--- config.mk ---
export PLATFORM = sky130hd
export DESIGN_NAME = adder_result_acc_flat
export DESIGN_NICKNAME = d
export VERILOG_FILES = /design/src/rtl/adder_result_acc_if.sv /design/src/rtl/adder_result_acc.sv /design/src/flat_wrapper.sv
export SDC_FILE = /design/constraint.sdc
export NUM_CORES = 1
export LEC_CHECK = 0
export ABC_CLOCK_PERIOD_IN_PS = 6000
export CORE_MARGIN = 5
export CORE_UTILIZATION = 38
export DETAILED_ROUTE_END_ITERATION = 6
export DONT_BUFFER_PORTS = 1
export SKIP_LAST_GASP = 1
export SYNTH_ARGS = -nofsm -noshare
export SYNTH_HDL_FRONTEND = slang
export SYNTH_SLANG_ARGS = --single-unit
--- constraint.sdc ---
create_clock -name clk -period 6 [get_ports clk]
set_input_delay 1.2 -clock clk [delete_from_list [all_inputs] [get_ports clk]]
set_output_delay 1.2 -clock clk [all_outputs]
set_load 0.01 [all_outputs]
--- src/rtl/adder_result_acc_if.sv ---
// Handshake bundle between the adder stage, the frame accumulator and its result consumer.
// slave is the accumulator's view; master is the view of whoever drives beats and takes results.
interface adder_result_acc_if #(
  parameter int unsigned WIDTH     = 4,
  parameter int unsigned ACC_WIDTH = 16,
  parameter int unsigned COUNT     = 8
);
  localparam int unsigned CW = $clog2(COUNT + 1);

  logic                 clear;
  logic                 in_valid;
  logic                 in_ready;
  logic                 in_co;
  logic [WIDTH-1:0]     in_sum;
  logic                 out_valid;
  logic                 out_ready;
  logic [ACC_WIDTH-1:0] out_acc;
  logic [CW-1:0]        out_carries;
  logic                 out_ovf;

  modport slave (
    input  clear, in_valid, in_co, in_sum, out_ready,
    output in_ready, out_valid, out_acc, out_carries, out_ovf
  );

  modport master (
    output clear, in_valid, in_co, in_sum, out_ready,
    input  in_ready, out_valid, out_acc, out_carries, out_ovf
  );
endinterface

--- src/rtl/adder_result_acc.sv ---
// Sums COUNT adder beats ({co,sum}) into a frame total with carry count and sticky overflow.
// Result appears one cycle after the last beat and is held (in_ready low) until out_ready.
module adder_result_acc #(
  parameter int unsigned WIDTH     = 4,
  parameter int unsigned ACC_WIDTH = 16,
  parameter int unsigned COUNT     = 8,
  parameter bit          SATURATE  = 1'b0
) (
  input  logic              clk,
  input  logic              rst,
  adder_result_acc_if.slave bus
);
  localparam int unsigned CW = $clog2(COUNT + 1);

  typedef enum logic {ACCUM, HOLD} state_t;

  state_t               state_q;
  logic [ACC_WIDTH-1:0] acc_q, acc_d;
  logic [CW-1:0]        cnt_q, cnt_d;
  logic [CW-1:0]        carries_q, carries_d;
  logic                 ovf_q, ovf_d;
  logic                 in_ready_q;
  logic                 out_valid_q;

  logic [ACC_WIDTH:0]   beat_w;
  logic [ACC_WIDTH:0]   sum_w;
  logic                 accept_w;

  assign accept_w = bus.in_valid & in_ready_q;

  // One extra bit on the adder exposes the overflow as sum_w's MSB.
  always_comb begin
    beat_w    = {{(ACC_WIDTH - WIDTH){1'b0}}, bus.in_co, bus.in_sum};
    sum_w     = {1'b0, acc_q} + beat_w;
    acc_d     = sum_w[ACC_WIDTH-1:0];
    ovf_d     = ovf_q | sum_w[ACC_WIDTH];
    carries_d = carries_q + CW'(bus.in_co);
    cnt_d     = cnt_q + CW'(1);
    if (sum_w[ACC_WIDTH] && SATURATE) begin
      acc_d = '1;
    end
  end

  always_ff @(posedge clk or posedge rst) begin
    if (rst) begin
      state_q     <= ACCUM;
      acc_q       <= '0;
      cnt_q       <= '0;
      carries_q   <= '0;
      ovf_q       <= 1'b0;
      in_ready_q  <= 1'b0;
      out_valid_q <= 1'b0;
    end else if (bus.clear) begin
      state_q     <= ACCUM;
      acc_q       <= '0;
      cnt_q       <= '0;
      carries_q   <= '0;
      ovf_q       <= 1'b0;
      in_ready_q  <= 1'b1;
      out_valid_q <= 1'b0;
    end else begin
      case (state_q)
        ACCUM: begin
          in_ready_q <= 1'b1;
          if (accept_w) begin
            acc_q     <= acc_d;
            cnt_q     <= cnt_d;
            carries_q <= carries_d;
            ovf_q     <= ovf_d;
            if (cnt_d == CW'(COUNT)) begin
              state_q     <= HOLD;
              in_ready_q  <= 1'b0;
              out_valid_q <= 1'b1;
            end
          end
        end
        HOLD: begin
          // Result taken: clear totals now, next beat accepted from the following cycle.
          if (bus.out_ready) begin
            state_q     <= ACCUM;
            acc_q       <= '0;
            cnt_q       <= '0;
            carries_q   <= '0;
            ovf_q       <= 1'b0;
            in_ready_q  <= 1'b1;
            out_valid_q <= 1'b0;
          end
        end
        default: state_q <= ACCUM;
      endcase
    end
  end

  assign bus.in_ready    = in_ready_q;
  assign bus.out_valid   = out_valid_q;
  assign bus.out_acc     = acc_q;
  assign bus.out_carries = carries_q;
  assign bus.out_ovf     = ovf_q;
endmodule

--- src/flat_wrapper.sv ---
// flat-port wrapper written by rule: the top's interface ports become plain ports
module adder_result_acc_flat 
#(
  parameter int unsigned WIDTH     = 4,
  parameter int unsigned ACC_WIDTH = 16,
  parameter int unsigned COUNT     = 8,
  parameter bit          SATURATE  = 1'b0
)
  (clk, rst, bus_clear, bus_in_valid, bus_in_co, bus_in_sum, bus_out_ready, bus_in_ready, bus_out_valid, bus_out_acc, bus_out_carries, bus_out_ovf);
  adder_result_acc_if #(.WIDTH(WIDTH), .ACC_WIDTH(ACC_WIDTH), .COUNT(COUNT)) bus_i ();
  input  logic clk;
  input  logic rst;
  input wire logic [$bits(bus_i.clear)-1:0] bus_clear;
  input wire logic [$bits(bus_i.in_valid)-1:0] bus_in_valid;
  input wire logic [$bits(bus_i.in_co)-1:0] bus_in_co;
  input wire logic [$bits(bus_i.in_sum)-1:0] bus_in_sum;
  input wire logic [$bits(bus_i.out_ready)-1:0] bus_out_ready;
  output wire logic [$bits(bus_i.in_ready)-1:0] bus_in_ready;
  output wire logic [$bits(bus_i.out_valid)-1:0] bus_out_valid;
  output wire logic [$bits(bus_i.out_acc)-1:0] bus_out_acc;
  output wire logic [$bits(bus_i.out_carries)-1:0] bus_out_carries;
  output wire logic [$bits(bus_i.out_ovf)-1:0] bus_out_ovf;
  assign bus_i.clear = bus_clear;
  assign bus_i.in_valid = bus_in_valid;
  assign bus_i.in_co = bus_in_co;
  assign bus_i.in_sum = bus_in_sum;
  assign bus_i.out_ready = bus_out_ready;
  assign bus_in_ready = bus_i.in_ready;
  assign bus_out_valid = bus_i.out_valid;
  assign bus_out_acc = bus_i.out_acc;
  assign bus_out_carries = bus_i.out_carries;
  assign bus_out_ovf = bus_i.out_ovf;
  adder_result_acc #(.WIDTH(WIDTH), .ACC_WIDTH(ACC_WIDTH), .COUNT(COUNT), .SATURATE(SATURATE)) u_core (.clk(clk), .rst(rst), .bus(bus_i));
endmodule
==> results of run 1 <==
-- where the power goes --
part | internal (mW) | switching [mW]
Combinational | 0.0173 | 0.0280
Sequential | 0.195 | 0.0111
Clock | 0.0589 | 0.0608
-- layer usage --
| layer | GRT usage | up-vias | wire [microns] |
|---|---|---|---|
| li1 | - | 537 | - |
| met1 | 0.149 | 546 | 1410 |
| met2 | 0.198 | 23 | 1480 |
| met3 | 0.0438 | 5 | 252 |
| met4 | 0.0423 | 0 | 49 |
| met5 | 0 | - | 0 |
-- sequential cells by signal, summed over array words and instances (netlist names) --
signal                  cells
u_core.bus.out_carries      4
u_core.bus.out_ovf          1
u_core.bus.out_valid        1
u_core.cnt_q                4
u_core.bus.in_ready         1
u_core.bus.out_acc         16
u_core.state_q              1
-- critical path, stage by stage --
cell and delay, ns:
ha_1 0.13, inv_1 0.05, fa_1 0.37, nand2b_1 0.20, a21oi_2 0.25, o21bai_4 0.11, or3_1 0.35, a21oi_1 0.14
-- worst paths after layout --
check                                             to  slack [ns]  depth (start not counted)
max                           u_core.bus.out_acc[14]        3.39                          8
min                                  u_core.cnt_q[3]        0.51                          1
max reg2reg                   u_core.bus.out_acc[14]        3.82                          8
min reg2reg                          u_core.cnt_q[3]        0.51                          1
max in group asynchronous             u_core.state_q        4.31                          1
min in group asynchronous  u_core.bus.out_carries[2]        1.06                          1
-- cells in the final DEF, fill, tap and decap left out, types with 3 or more instances in the layout --
| cell | synthesis | routed |
|---|---|---|
| dfrtp_1 | 28 | 28 |
| nor2_1 | 16 | 16 |
| nand2_1 | 13 | 13 |
| a21oi_1 | 10 | 10 |
| o21ai_0 | 9 | 9 |
| ha_1 | 9 | 9 |
| xnor2_1 | 8 | 8 |
| inv_1 | 6 | 6 |
| a22o_1 | 5 | 5 |
| xor2_1 | 5 | 5 |
| nand2b_1 | 4 | 4 |
| a21o_1 | 4 | 4 |
| a211oi_1 | 4 | 4 |
| clkbuf_8 | 0 | 4 |
| nand3_1 | 3 | 3 |
| or3_1 | 3 | 3 |
| nand4_1 | 3 | 3 |
-- layout make-up --
class	count	area [sq um]
well taps	50	62.6
inverters	6	22.5
clock buffers	4	55.1
flip-flops and latches	28	701
multi-input cells	113	785
fillers	384	2320
-- synthesized netlist by cell type, drive strengths merged (2+ instances only) --
library cell | count | share of area
nand2b | 4 | 0.016
xnor2 | 8 | 0.046
a21o | 4 | 0.020
dfrtp | 28 | 0.46
nand4 | 3 | 0.012
ha | 9 | 0.074
inv | 6 | 0.015
or3 | 3 | 0.012
o31ai | 2 | 0.0098
a21oi | 11 | 0.039
clkbuf | 2 | 0.0049
nand3 | 3 | 0.0098
nor2 | 16 | 0.039
xor2 | 5 | 0.029
o21ai | 9 | 0.030
a211oi | 4 | 0.020
nor3 | 2 | 0.0066
a22o | 5 | 0.029
nand2 | 13 | 0.032
-- cells by family after synthesis --
logic type	after synthesis	synth area share
DFF	28	0.459
xor gates and xnor gates	13	0.0746
AOI/OAI and AO/OA	40	0.193
and+or+nand+nor	50	0.160
adders and majority gates	10	0.0869
buffers and inverters	9	0.0270
-- through the flow --
stage / power (mW) / worst slack (ns) / utilization / std cells
floorplan: 0.246 / 3.22 / - / 150
global placement: 0.255 / 3.14 / 0.398 / 197
detailed placement: 0.256 / 3.09 / 0.398 / 197
CTS: 0.375 / 3.39 / 0.412 / 201
global route: 0.390 / 3.27 / 0.412 / 201
finish: 0.371 / 3.39 / 0.412 / 201
==> flow_metrics.py, run 1 <==
metrics = {
    "clock_network": {
        "cts_max_path_buffers": 2,
        "clk_latency_ns": 0.28,
        "cts_tree": "yes",
        "cts-resized-gates": 0,
        "numCtsBuffers": 3,
        "cts_hold_buf": 0,
        "htree_levels": 1,
        "clock_sinks": 28,
        "cts_setup_buffers": 0,
        "path_clk_slew_ns": 0.10,
        "cts_root_buf": "clkbuf_8",
    },
    "placement": {
        "gp_congestion": 0.781,
        "io_buffers": 0,
        "dpl-instance-area_sq_mm": 0.00157,
        "hpwl_mm": 2.37,
    },
    "power_and_ir_drop": {
        "leakage_nw": 0.706,
        "vdd_ir_drop_max_mv": 0.0806,
        "powerDensity_mw_per_mm2": 228,
    },
    "sta": {
        "slew_headroom": 0.299,
        "fmax_mhz": 384,
        "min_period_ns": 2.61,
        "final_max_slew_viol_count": 0,
        "whs_ns": 0.513,
        "fin_skew_ns": 0.00280,
        "tns_ns": 0,
        "setup_viol": 0,
        "tightest_slew_ns": 1.05,
        "finalHoldViolations": 0,
        "rsz0062_at_grt": "false",
        "fin_crit_sh": 0.435,
    },
    "finish": {
        "area_growth_pct": 6.48,
        "final_layout_size_suffix_gt1_frac": 0.0596,
        "num-nets-final": 172,
        "n_antenna_cell": 0,
        "stdcell_area_sq_mm": 0.00163,
    },
    "detailed_routing": {
        "via_count": 1111,
        "dr.pass1.iters": 4,
        "vias_per_cell": 5.53,
        "routedWlPerCell_microns": 15.9,
        "ant_nets": 0,
        "drt-total-wl_mm": 3.19,
        "drc": 0,
        "drtIter0Drc": 39,
    },
    "synth": {
        "yosys_warnings": 0,
        "ys.flop_type": "dfrtp_1",
        "synth-async-reset-ratio": 1.00,
        "synth.avg_cell_area_sq_um": 10.2,
        "synth_cell_type_count": 33,
        "synth_edf_count": 0,
        "ys_seq_area_frac": 0.459,
        "syn-num-nets": 170,
        "synth_seq_cells": 28,
        "syn_inst": 150,
        "syn_area_sq_mm": 0.00153,
    },
    "outcome": {
        "status": "completed",
    },
    "global_routing": {
        "grt_max_degree": 29,
        "grt_pass1_vias": 1064,
        "antenna_found_initial": 0,
        "grt_usage": 0.122,
        "grt-ovfl-total": 0,
        "grt_pass1_wl_mm": 5.11,
    },
    "floorplan": {
        "ios": 33,
        "start_util": 0.387,
        "die_area_sq_mm": 0.00538,
        "die_h_microns": 73.4,
        "coreArea_sq_mm": 0.00394,
        "num_rows": 23,
        "die_w_microns": 73.4,
    },
    "setup_path": {
        "path_class": "primary input to flip-flop",
        "cp.arrival_ns": 2.82,
        "crit_path_start_kind": "primary input",
        "crit_start": "bus_in_sum[0]",
        "cp_data_required_time_ns": 6.21,
        "r2r-start": "u_core.bus.out_acc[0]",
        "critPathCaptureType": "flip-flop",
        "worstPathMaxFanout": 8,
    },
    "worst_hold_path": {
        "hold_class": "flip-flop to flip-flop",
        "hold_start": "u_core.cnt_q[3]",
    },
    "flow_run": {
        "cap_viol_max_count": 0,
    },
}
Power figures use the tool's default switching activity.
==> run 2: changes to the inputs <==
--- a/config.mk
+++ b/config.mk
@@ -5,7 +5,7 @@
 export SDC_FILE = /design/constraint.sdc
 export NUM_CORES = 1
 export LEC_CHECK = 0
-export ABC_CLOCK_PERIOD_IN_PS = 6000
+export ABC_CLOCK_PERIOD_IN_PS = 2700
 export CORE_MARGIN = 5
 export CORE_UTILIZATION = 38
 export DETAILED_ROUTE_END_ITERATION = 6
==> constraint.sdc (replaced) <==
create_clock -name clk -period 2.7 [get_ports clk]
set_input_delay 0.54 -clock clk [delete_from_list [all_inputs] [get_ports clk]]
set_output_delay 0.54 -clock clk [all_outputs]
set_load 0.01 [all_outputs]
==> run 2 against run 1 <==
  * Sequential cell count did not move
  * Routed wire length up 1.3%
  * Largest power group unchanged
  * Via count grew 1.9%
  * Highest routed layer unchanged
  * Die area unchanged
  * Utilization grew 1.2 points
  * Hold slack lost 0.31 ns
  * First-iteration DRC count decreased by 44%
  * Clock power rose to 2.8 times the previous value
  * Critical path type is now flip-flop to flip-flop
  * Cell count increased by 2.0%
  * Clock skew down 0.00051 ns
==> flow_metrics.py, run 2 (same netlist as run 1, synthesis figures left out) <==
metrics = {
    "detailed_routing": {
        "via_count": 1132,
        "ant_nets": 0,
        "drt-total-wl_mm": 3.23,
        "vias_per_cell": 5.52,
        "routedWlPerCell_microns": 15.8,
        "drc": 0,
        "dr.pass1.iters": 4,
        "drtIter0Drc": 22,
    },
    "sta": {
        "fin_crit_sh": 0.818,
        "final_max_slew_viol_count": 0,
        "setup_viol": 0,
        "tns_ns": 0,
        "fin_skew_ns": 0.00229,
        "min_period_ns": 2.21,
        "fin_ws_ns": 0.491,
        "fmax_mhz": 453,
        "rsz0062_at_grt": "false",
        "slew_headroom": 0.680,
        "finalHoldViolations": 0,
        "tightest_slew_ns": 0.480,
    },
    "global_routing": {
        "grt_pass1_vias": 1119,
        "grt_max_degree": 29,
        "grt_util_met1": 0.154,
        "grt_usage": 0.128,
        "antenna_found_initial": 0,
        "use_met3": 0.0479,
        "grt-ovfl-total": 0,
        "grt-busiest-layer": "met2",
        "met2_usage": 0.204,
        "grt_pass1_wl_mm": 5.33,
    },
    "clock_network": {
        "cts-resized-gates": 0,
        "cts_max_path_buffers": 2,
        "clock_sinks": 28,
        "cts_hold_buf": 0,
        "cts_root_buf": "clkbuf_8",
        "cts_tree": "yes",
        "htree_levels": 1,
        "numCtsBuffers": 3,
        "clk_latency_ns": 0.28,
        "path_clk_slew_ns": 0.10,
        "cts_setup_buffers": 0,
    },
    "setup_path": {
        "worstPathMaxFanout": 8,
        "r2r_end": "u_core.bus.out_acc[14]",
        "reg2reg_slack_ns": 0.49,
        "r2r_cells": 8,
        "crit_path_start_kind": "flip-flop",
        "r2r-start": "u_core.bus.out_acc[0]",
        "cp.arrival_ns": 2.42,
        "critPathCaptureType": "flip-flop",
        "path_class": "flip-flop to flip-flop",
        "cp_data_required_time_ns": 2.91,
    },
    "outcome": {
        "status": "completed",
    },
    "power_and_ir_drop": {
        "power.switching_mw": 0.228,
        "sequentialPowerShare": 0.508,
        "clkPwrFrac": 0.374,
        "powerDensity_mw_per_mm2": 540,
        "leakage_nw": 0.733,
        "vdd_ir_drop_max_mv": 0.236,
        "internal-power_mw": 0.675,
        "sw_frac_of_total": 0.252,
        "combPwrFrac": 0.118,
    },
    "placement": {
        "post-place-ws_ns": 0.413,
        "dpl-instance-area_sq_mm": 0.00160,
        "hpwl_mm": 2.40,
        "io_buffers": 0,
        "gp_congestion": 0.750,
    },
    "floorplan": {
        "coreArea_sq_mm": 0.00394,
        "num_rows": 23,
        "ios": 33,
        "die_area_sq_mm": 0.00538,
        "die_w_microns": 73.4,
        "die_h_microns": 73.4,
        "start_util": 0.387,
    },
    "finish": {
        "layout_commonest_cell": "dfrtp_1",
        "stdcell_area_sq_mm": 0.00167,
        "layout_common_cells": "28 x dfrtp_1, 16 x nor2_1, 13 x nand2_1",
        "num-nets-final": 176,
        "final_layout_size_suffix_gt1_frac": 0.0839,
        "area_growth_pct": 9.51,
        "largest_register_ff_count": 16,
        "n_antenna_cell": 0,
    },
    "flow_run": {
        "cap_viol_max_count": 0,
    },
    "worst_hold_path": {
        "hold_class": "primary input to async pin",
    },
}
run 2: changes by cell type in the layout (fill, tap and decap cells not counted):
cell and change:
buf_4 +4, bufinv_16 +1, clkbuf_8 -1
run 2: power groups by stage:
| stage | Sequential [mW] | Combinational, mW | Clock (mW) |
|---|---|---|---|
| global route | 0.462 | 0.122 | 0.361 |
| global placement | 0.467 | 0.103 | 0 |
| finish | 0.458 | 0.107 | 0.338 |
| CTS | 0.459 | 0.108 | 0.346 |
| floorplan | 0.462 | 0.0842 | 0 |
| detailed placement | 0.467 | 0.107 | 0 |
run 2: cell type report:
cell class	count	area, sq um
well taps	50	62.6
fillers	387	2270
repair buffers	4	30.0
flip-flops and latches	28	701
multi-input cells	113	785
clock inverters	1	30.0
clock buffers	3	41.3
inverters	6	22.5
run 2: critical path, stage by stage, from the launching register on:
cell	delay [ns]
dfrtp_1	0.43
ha_1	0.19
inv_1	0.06
fa_1	0.38
nand2b_1	0.21
a21oi_2	0.26
o21bai_4	0.11
or3_1	0.35
a21oi_1	0.14
run 2: per-layer routing:
layer / part of all wire / up-vias / wire length (microns)
met3: 0.072 / 5 / 233
met4: 0.015 / 0 / 49
met5: 0 / - / 0
met1: 0.45 / 560 / 1470
met2: 0.46 / 26 / 1480
li1: - / 541 / -
run 2: per-stage QoR:
| step | utilization | hold WS (ns) | power [mW] | cells |
|---|---|---|---|---|
| 3_3_place_gp | 0.406 | 0.492 | 0.570 | 201 |
| 3_5_place_dp | 0.406 | 0.501 | 0.574 | 201 |
| 5_1_grt | 0.424 | 0.248 | 0.944 | 205 |
| 2_1_floorplan | - | 0.473 | 0.546 | 150 |
| 4_1_cts | 0.424 | 0.217 | 0.914 | 205 |
| 6_report | 0.424 | 0.207 | 0.903 | 205 |
run 2: worst max-delay path by stage:
| stage | startpoint | to | cells past startpoint | slack (ns) |
|---|---|---|---|---|
| after floorplan | bus_in_sum[0] | u_core.bus.out_acc[14] | 8 | 0.58 |
| after global placement | bus_in_sum[0] | u_core.bus.out_acc[14] | 8 | 0.50 |
| after detailed placement | bus_in_sum[0] | u_core.bus.out_acc[14] | 8 | 0.41 |
| after CTS | u_core.bus.out_acc[0] | u_core.bus.out_acc[14] | 8 | 0.46 |
| after global routing | u_core.bus.out_acc[0] | u_core.bus.out_acc[14] | 8 | 0.35 |
| final | u_core.bus.out_acc[0] | u_core.bus.out_acc[14] | 8 | 0.49 |
==> run 3: changes to the inputs <==
--- a/config.mk
+++ b/config.mk
@@ -5,7 +5,7 @@
 export SDC_FILE = /design/constraint.sdc
 export NUM_CORES = 1
 export LEC_CHECK = 0
-export ABC_CLOCK_PERIOD_IN_PS = 2700
+export ABC_CLOCK_PERIOD_IN_PS = 2150
 export CORE_MARGIN = 5
 export CORE_UTILIZATION = 38
 export DETAILED_ROUTE_END_ITERATION = 6
==> constraint.sdc (replaced) <==
create_clock -name clk -period 2.15 [get_ports clk]
set_input_delay 0.43 -clock clk [delete_from_list [all_inputs] [get_ports clk]]
set_output_delay 0.43 -clock clk [all_outputs]
set_load 0.01 [all_outputs]
==> run 3 against run 2 <==
  * Design area increased by 2.7%
  * Sequential cell count unchanged
  * Worst setup slack got worse by 0.33 ns
  * Critical endpoint unchanged
  * Largest power group unchanged
==> flow_metrics.py, run 3 (same netlist as run 1, synthesis figures left out) <==
metrics = {
    "outcome": {
        "status": "completed",
    },
    "setup_path": {
        "crit_path_max_incr_delay_ns": 0.38,
        "cpMaxStageDelayCell": "fa_1",
        "crit_path_start_kind": "flip-flop",
        "worstPathMaxFanout": 8,
        "critPathCaptureType": "flip-flop",
        "r2r-start": "u_core.bus.out_acc[0]",
        "crit_start": "u_core.bus.out_acc[0]",
        "path_class": "flip-flop to flip-flop",
        "cp.arrival_ns": 2.20,
        "cp_data_required_time_ns": 2.36,
        "path_cells": "ha_1, inv_1, fa_1, nand2b_4, a21oi_4, o21bai_4, or3_1, a21oi_1",
    },
    "sta": {
        "fin_skew_ns": 0.00313,
        "tightest_slew_ns": 0.364,
        "final_max_slew_viol_count": 0,
        "fin_crit_sh": 0.925,
        "tns_ns": 0,
        "fmax_mhz": 503,
        "whs_ns": 0.0977,
        "finalHoldViolations": 0,
        "rsz0062_at_grt": "false",
        "fin_ws_ns": 0.162,
        "min_period_ns": 1.99,
        "setup_viol": 0,
        "slew_headroom": 0.758,
    },
    "finish": {
        "num-nets-final": 180,
        "area_growth_pct": 12.5,
        "layout_common_cells": "28 x dfrtp_1, 16 x nor2_1, 13 x nand2_1",
        "final_util": 0.435,
        "largest_register_ff_count": 16,
        "finalNonFillerCells": 209,
        "n_antenna_cell": 0,
        "layout_commonest_cell": "dfrtp_1",
        "stdcell_area_sq_mm": 0.00172,
        "final_layout_size_suffix_gt1_frac": 0.113,
    },
    "clock_network": {
        "cts_setup_buffers": 0,
        "path_clk_slew_ns": 0.10,
        "htree_levels": 1,
        "cts_tree": "yes",
        "clk_latency_ns": 0.28,
        "cts_max_path_buffers": 2,
        "cts_hold_buf": 0,
        "clock_sinks": 28,
        "numCtsBuffers": 3,
        "cts-resized-gates": 0,
        "cts_root_buf": "clkbuf_8",
    },
    "detailed_routing": {
        "drc": 0,
        "vias_per_cell": 5.53,
        "ant_nets": 0,
        "routedWlPerCell_microns": 15.4,
        "via_count": 1155,
        "drtIter0Drc": 37,
        "dr.pass1.iters": 4,
        "drt-total-wl_mm": 3.23,
    },
    "power_and_ir_drop": {
        "leakage_nw": 0.763,
        "vdd_ir_drop_max_mv": 0.263,
        "powerDensity_mw_per_mm2": 669,
        "total_power_mw": 1.15,
    },
    "placement": {
        "gp_congestion": 0.782,
        "hpwl_mm": 2.43,
        "io_buffers": 0,
        "dp.cells": 205,
        "post-place-ws_ns": 0.0500,
        "dpl-instance-area_sq_mm": 0.00163,
    },
    "global_routing": {
        "grt_max_degree": 29,
        "grt_usage": 0.129,
        "grt_pass1_vias": 1096,
        "grt_pass1_wl_mm": 5.35,
        "antenna_found_initial": 0,
        "grt-ovfl-total": 0,
    },
    "floorplan": {
        "die_area_sq_mm": 0.00538,
        "start_util": 0.387,
        "die_h_microns": 73.4,
        "die_w_microns": 73.4,
        "num_rows": 23,
        "coreArea_sq_mm": 0.00394,
        "ios": 33,
    },
    "flow_run": {
        "cap_viol_max_count": 0,
    },
    "worst_hold_path": {
        "hold_class": "primary input to async pin",
    },
}
==> run 3: final cells by class <==
cell class              instances  area (sq um)
clock buffers                   3          41.3
clock inverters                 1          30.0
fillers                       371          2230
inverters                       6          22.5
multi-input cells             113           800
flip-flops and latches         28           701
well taps                      50          62.6
repair buffers                  8          60.1
==> run 3: final timing paths <==
path	depth (start not counted)	slack, ns	endpoint
worst max-delay path	8	0.16	u_core.bus.out_acc[14]
worst min-delay path	2	0.1	u_core.cnt_q[2]
worst max register to register	8	0.16	u_core.bus.out_acc[14]
worst min register to register	1	0.51	u_core.cnt_q[3]
max in group asynchronous	2	1.79	u_core.bus.out_acc[13]
min in group clk	3	0.35	u_core.bus.out_ovf
==> run 3: worst max-delay path: cells and delay by family (launching register included) <==
kind / cells / cell delay [ns]
and+or+nand+nor: 2 / 0.54
DFF: 1 / 0.36
adders and majority gates: 2 / 0.55
AOI/OAI and AO/OA: 3 / 0.42
buffers and inverters: 1 / 0.05
==> run 3: per-layer routing <==
layer / part of all wire / GRT usage / vias up
met5: 0 / 0 / -
li1: - / - / 556
met4: 0.012 / 0.0483 / 0
met1: 0.46 / 0.165 / 571
met3: 0.064 / 0.0397 / 4
met2: 0.46 / 0.205 / 24
==> run 3: report_power, final <==
| part | switching, mW | internal, mW |
|---|---|---|
| sequential | 0.0277 | 0.545 |
| combinational | 0.0895 | 0.0654 |
| clock | 0.171 | 0.250 |
| total | 0.288 | 0.860 |
